File: config.mk
export PLATFORM = sky130hd
export DESIGN_NAME = mavg_window_ctrl
export DESIGN_NICKNAME = d
export VERILOG_FILES = /design/src/rtl/mavg_pkg.sv /design/src/rtl/mavg_div_round.sv /design/src/rtl/mavg_window_ctrl.sv
export SDC_FILE = /design/constraint.sdc
export NUM_CORES = 1
export LEC_CHECK = 0
export ABC_AREA = 0
export BUFFER_PORTS_ARGS = -buffer_cell sky130_fd_sc_hd__clkbuf_2
export CORE_MARGIN = 1
export CORE_UTILIZATION = 50
export CTS_CLUSTER_DIAMETER = 60
export DETAILED_ROUTE_END_ITERATION = 8
export GPL_TIMING_DRIVEN = 0
export PLACE_DENSITY = 0.73
export RECOVER_POWER = 50
export REMOVE_ABC_BUFFERS = 1
export SLEW_MARGIN = 0
export SYNTH_ARGS = -nofsm -noshare
export SYNTH_HDL_FRONTEND = slang
export SYNTH_HIERARCHICAL = 1
export SYNTH_SLANG_ARGS = --single-unit
File: constraint.sdc
create_clock -name clk -period 5.8 [get_ports clk]
set_input_delay 0.87 -clock clk [delete_from_list [all_inputs] [get_ports clk]]
set_output_delay 0.87 -clock clk [all_outputs]
set_load 0.005 [all_outputs]
File: src/rtl/mavg_pkg.sv
// Shared types and sizing helpers for the moving-average window controller.
package mavg_pkg;

  typedef enum logic {
    FILL,
    RUN
  } state_t;

  // Default window length; the top derives WIN_LOG2 from it unless overridden.
  localparam int unsigned N = 16;

  function automatic int unsigned sum_w(input int unsigned data_width,
                                        input int unsigned win_log2);
    return data_width + win_log2;
  endfunction

endpackage

File: src/rtl/mavg_div_round.sv
// Window-sum to average divider; `MAVG_ROUND_EN selects round-half-up with saturation,
// otherwise the average is a plain truncating shift.
module mavg_div_round #(
  parameter int unsigned DATA_WIDTH = 8,
  parameter int unsigned WIN_LOG2   = 4,
  parameter int unsigned SUM_W      = 12
) (
  input  logic [SUM_W-1:0]      sum,
  output logic [DATA_WIDTH-1:0] avg
);

`ifdef MAVG_ROUND_EN
  localparam logic [SUM_W:0] HALF = (SUM_W+1)'(1) << (WIN_LOG2 - 1);
  localparam logic [SUM_W:0] MAX  = (SUM_W+1)'((1 << DATA_WIDTH) - 1);

  logic [SUM_W:0] rnd;
  logic [SUM_W:0] quo;

  // One extra bit so the rounding addend can never wrap.
  assign rnd = {1'b0, sum} + HALF;
  assign quo = rnd >> WIN_LOG2;
  assign avg = (quo > MAX) ? '1 : quo[DATA_WIDTH-1:0];
`else
  assign avg = DATA_WIDTH'(sum >> WIN_LOG2);
`endif

endmodule

File: src/rtl/mavg_window_ctrl.sv
// Boxcar moving-average controller wrapped around an external FWFT FIFO delay line.
// Build option: `MAVG_ROUND_EN (rounded, saturating average; default truncates).
module mavg_window_ctrl
  import mavg_pkg::*;
#(
  parameter int unsigned DATA_WIDTH = 8,
  parameter int unsigned WIN_LOG2   = $clog2(N),
  parameter int unsigned FIFO_AW    = 5
) (
  input  logic                  clk,
  input  logic                  rst_n,
  input  logic                  clr,
  input  logic [DATA_WIDTH-1:0] in_data,
  input  logic                  in_valid,
  output logic                  in_ready,
  output logic [DATA_WIDTH-1:0] out_data,
  output logic                  out_valid,
  input  logic                  out_ready,
  output logic [DATA_WIDTH-1:0] fifo_din,
  output logic                  fifo_wr_en,
  input  logic                  fifo_full,
  input  logic [DATA_WIDTH-1:0] fifo_dout,
  output logic                  fifo_rd_en,
  input  logic                  fifo_empty,
  output logic                  fifo_rst,
  output logic                  err
);

  localparam int unsigned SUM_W = sum_w(DATA_WIDTH, WIN_LOG2);
  localparam int unsigned WIN_N = 1 << WIN_LOG2;
  localparam logic [WIN_LOG2-1:0] CNT_LAST = WIN_LOG2'(WIN_N - 1);

  if (WIN_LOG2 < 1) begin : g_bad_win
    $error("mavg_window_ctrl: WIN_LOG2 must be >= 1");
  end
  if (FIFO_AW < WIN_LOG2 + 1) begin : g_bad_fifo
    $error("mavg_window_ctrl: FIFO_AW must be >= WIN_LOG2+1");
  end

  state_t                state;
  state_t                state_nx;
  logic [WIN_LOG2-1:0]   cnt;
  logic [SUM_W-1:0]      sum;
  logic [SUM_W-1:0]      sum_nx;
  logic [DATA_WIDTH-1:0] oldest;
  logic [DATA_WIDTH-1:0] avg_nx;
  logic                  clr_q;
  logic                  acc;
  logic                  load_out;

  assign in_ready   = ~clr & ~clr_q & (~out_valid | out_ready) & ~fifo_full;
  assign acc        = in_valid & in_ready;
  assign fifo_din   = in_data;
  assign fifo_wr_en = acc;
  assign fifo_rd_en = acc & (state == RUN);
  assign fifo_rst   = ~rst_n | clr_q;

  // An empty FIFO in RUN is a fault; substituting zero keeps the datapath defined.
  assign oldest = fifo_empty ? '0 : fifo_dout;
  assign sum_nx = (state == RUN) ? sum + SUM_W'(in_data) - SUM_W'(oldest)
                                 : sum + SUM_W'(in_data);

  // The N-th fill sample produces the first average, same as every RUN accept.
  assign load_out = acc & ((state == RUN) | (cnt == CNT_LAST));

  mavg_div_round #(
    .DATA_WIDTH (DATA_WIDTH),
    .WIN_LOG2   (WIN_LOG2),
    .SUM_W      (SUM_W)
  ) u_div (
    .sum (sum_nx),
    .avg (avg_nx)
  );

  always_ff @(posedge clk or negedge rst_n) begin
    if (!rst_n) begin
      state <= FILL;
    end else begin
      state <= state_nx;
    end
  end

  always_comb begin
    state_nx = state;
    if (clr) begin
      state_nx = FILL;
    end else if (acc && state == FILL && cnt == CNT_LAST) begin
      state_nx = RUN;
    end
  end

  always_ff @(posedge clk or negedge rst_n) begin
    if (!rst_n) begin
      cnt       <= '0;
      sum       <= '0;
      out_valid <= 1'b0;
      out_data  <= '0;
      err       <= 1'b0;
      clr_q     <= 1'b0;
    end else begin
      clr_q <= clr;
      if (fifo_rd_en && fifo_empty) begin
        err <= 1'b1;
      end
      if (clr) begin
        cnt       <= '0;
        sum       <= '0;
        out_valid <= 1'b0;
      end else begin
        if (acc) begin
          sum <= sum_nx;
          if (state == FILL) begin
            cnt <= cnt + WIN_LOG2'(1);
          end
        end
        if (load_out) begin
          out_data  <= avg_nx;
          out_valid <= 1'b1;
        end else if (out_ready && out_valid) begin
          out_valid <= 1'b0;
        end
      end
    end
  end

endmodule
==> results.py <==
metrics = {
    "synth": {
        "synth-edff-count": 0,
        "yosysWarnings": 6,
        "synth_common_cells": "28 x dfrtp_1, 20 x nor2_1, 17 x ha_1, 17 x nand2_1, 16 x buf_4",
        "synth_area_per_cell_um2": 9.282,
        "synth.area.mux_share_pct": 5.209,
        "synth_compound_area_share_pct": 17.94,
        "yosysMostFrequentCell": "dfrtp_1",
        "synth-xor-area-share_pct": 9.345,
        "synthTopCellsByArea": "dfrtp_1 30%, ha_1 9.1%, xnor2_1 5.6%, buf_4 5.2%, mux2_2 4.4%",
        "yosysTopAreaCellShare_pct": 30.08,
        "ys_seq_area_share_pct": 30.08,
        "synth_top_family_by_area": "simple AND/OR/NAND/NOR gates",
        "synth-simple-area-share_pct": 19.33,
        "synth_area_um2": 2330,
        "synth_ff_type": "dfrtp_1",
        "synthesis.instances": 251,
        "async_reset_ff_share_pct": 100.0,
        "yosysUniqueCellTypes": 44,
        "synth_fa_ha_area_share_pct": 10.85,
        "synth_seq_cells": 28,
        "synth_top_area_cell": "dfrtp_1",
    },
    "drt": {
        "drc_errors": 0,
        "via_per_inst": 5.553,
        "wl_per_cell_um": 13.97,
        "first_pass_iters": 4,
        "initialDrtViolationCount": 96,
        "drtAntennaViolNets": 0,
        "vias": 1827,
        "drt_wl_total_um": 4595,
    },
    "setup_path": {
        "start_kind": "input pin",
        "crit_path_frequent_cell": "ha_1",
        "critical_path.max_fanout": 5,
        "crit_cells": 13,
        "arrival_ns": 4.02,
        "cp_cell_sequence": "clkbuf_2, ha_1, fa_1, a21o_1, a221oi_4, xnor2_1, ha_1, a21oi_1, o21ai_0, a211o_1, nor3_1, nor2_1, mux2_2",
        "path_buf_inv": 1,
        "crit_family": "compound AO/OA/AOI/OAI gates",
        "end_kind": "flop",
        "slowest_delay_ns": 0.41,
        "crit_type": "input pin to flop",
        "required_ns": 5.97,
        "timing.rr.start": "sum[0]$_DFFE_PN0P_",
        "slowest_stage": "fa_1",
        "setup.worst_path.end": "out_data[7]$_DFFE_PN0P_",
        "rr_worst_depth": 12,
        "startpoint": "in_data[0]",
        "r2r_end": "out_data[7]$_DFFE_PN0P_",
        "r2r_setup_slack_ns": 2.24,
    },
    "clocking": {
        "htree_levels": 1,
        "cts_buffer_depth": 2,
        "cts_tree": "built",
        "clock_sink_count": 28,
        "post_cts_buffers": 0,
        "cts_root_buf": "clkbuf_8",
        "numCtsBuffers": 3,
        "cts_hold_buffers": 0,
        "cts_resized": 0,
        "clk_latency_ns": 0.27,
        "clk_pin_slew_ns": 0.09,
    },
    "floorplanning": {
        "fp.dieH_um": 70.26,
        "dieArea_um2": 4936,
        "start_util_pct": 52.78,
        "core_area_um2": 4414,
        "rows": 24,
        "ios": 45,
        "fp.dieW_um": 70.26,
    },
    "placed_design": {
        "port_buffers": 44,
        "place_congestion": 0.7901,
        "dpl.hpwl_um": 3553,
    },
    "timing": {
        "rsz0062_at_grt": "no",
        "tightestPinTransition_ns": 1.547,
        "period_share_pct": 66.45,
        "setup_viol": 0,
        "hold_violations": 0,
        "drv_slew": 30,
        "clock_skew_ns": 0.003384,
        "fmax_mhz": 259.5,
        "maxSlewHeadroom_pct": -3.147,
        "fin_crit_ns": 3.854,
        "setup_tns_ns": 0,
    },
    "final_layout": {
        "final_nets": 320,
        "antennaDiodeCount": 0,
        "drive_above_1_share_pct": 22.74,
        "num-fill-cells": 401,
        "post-route-util_pct": 57.14,
        "area_delta_synth_final_pct": 8.271,
    },
    "pwr": {
        "peakVddDrop_v": 0.0001477,
        "p_per_area_nw_per_um2": 189.2,
        "p_leak_uw": 0.001276,
    },
    "global_routing": {
        "antenna_found_initial": 0,
        "grt_pass1_wl_um": 8066,
        "track_usage_pct": 20.48,
        "grt_start_max_net_pins": 30,
        "grt_pass1_vias": 1784,
        "gr-total-overflow": 0,
    },
    "hold_path": {
        "hp-class": "flop to flop",
    },
    "outcome": {
        "violations": "max-capacitance violations, max-slew violations",
        "status": "complete, but fails checks",
    },
    "flow_run": {
        "maxCapViolations": 1,
    },
}
## worst register-to-register path, stage by stage, from the launching register on
cell,delay (ns)
dfrtp_1,0.40
ha_1,0.24
fa_1,0.41
a21o_1,0.22
a221oi_4,0.41
xnor2_1,0.22
ha_1,0.29
a21oi_1,0.22
o21ai_0,0.10
a211o_1,0.27
nor3_1,0.35
nor2_1,0.07
mux2_2,0.26
## power breakdown
part / switching (uW) / internal [uW] / leakage [uW]
Combinational: 82.5 / 68.3 / 0.000863
Sequential: 4.52 / 202 / 0.000384
Clock: 58.9 / 60.7 / 0.0000288
## layout make-up
type | instances | area (um2) | share of cell area (%)
inverters | 7 | 26.28 | 1.042
multi-input cells | 194 | 1460 | 57.89
flip-flops and latches | 28 | 700.7 | 27.78
clock buffers | 4 | 55.05 | 2.183
repair buffers | 44 | 215.2 | 8.532
well taps | 52 | 65.06 | 2.579
## cell usage in the layout (no fill, tap or decap), types with 3 or more instances in the layout
cell / n
a211oi_1: 5
a21o_1: 11
a21oi_1: 13
and2_1: 3
clkbuf_1: 3
clkbuf_2: 40
clkbuf_8: 4
dfrtp_1: 28
ha_1: 17
inv_1: 7
mux2_2: 9
nand2_1: 17
nand2b_1: 13
nand3b_1: 4
nor2_1: 20
nor2b_1: 5
nor3_1: 3
nor3b_1: 7
o21a_1: 6
o21ai_0: 10
xnor2_1: 15
xor2_1: 8
## per-layer routing
metal | wire, um | global-route usage [%]
met2 | 2036 | 31.96
met4 | 46 | 6.000
met1 | 2356 | 29.75
met3 | 155 | 2.453
met5 | 0 | 0
## per-stage QoR
step                      hold WS, ns  std cells  power [uW]  area (um2)  worst slack, ns
after floorplan                0.4510        229       316.7        2187            2.043
after global placement         0.4437        325       356.8        2472            1.733
after CTS                      0.4652        329       482.6        2527            1.962
final                          0.4595        329       477.1        2522            1.946
after global routing           0.4939        329       508.2        2522            1.690
after detailed placement       0.4434        325       360.5        2472            1.661
## cell families after synthesis
| logic type | after synthesis |
|---|---|
| simple gates | 83 |
| compound gates | 57 |
| buf+inv | 29 |
| flops | 28 |
| xor+xnor | 24 |
| fa+ha+maj | 19 |
| mux | 11 |
## sequential cells by signal (all words and copies together), names as in the netlist
name,count
clr_q,1
state,1
out_valid,1
out_data,8
sum,12
cnt,4
err,1
## worst min path at each step
stage	cells past startpoint	start	slack, ns	to
2_1_floorplan	1	err$_DFFE_PN0P_	0.45	err$_DFFE_PN0P_
3_3_place_gp	1	err$_DFFE_PN0P_	0.44	err$_DFFE_PN0P_
3_5_place_dp	1	err$_DFFE_PN0P_	0.44	err$_DFFE_PN0P_
4_1_cts	1	err$_DFFE_PN0P_	0.47	err$_DFFE_PN0P_
5_1_grt	1	err$_DFFE_PN0P_	0.49	err$_DFFE_PN0P_
6_report	1	err$_DFFE_PN0P_	0.46	err$_DFFE_PN0P_
(Power assumes the default switching activity.)
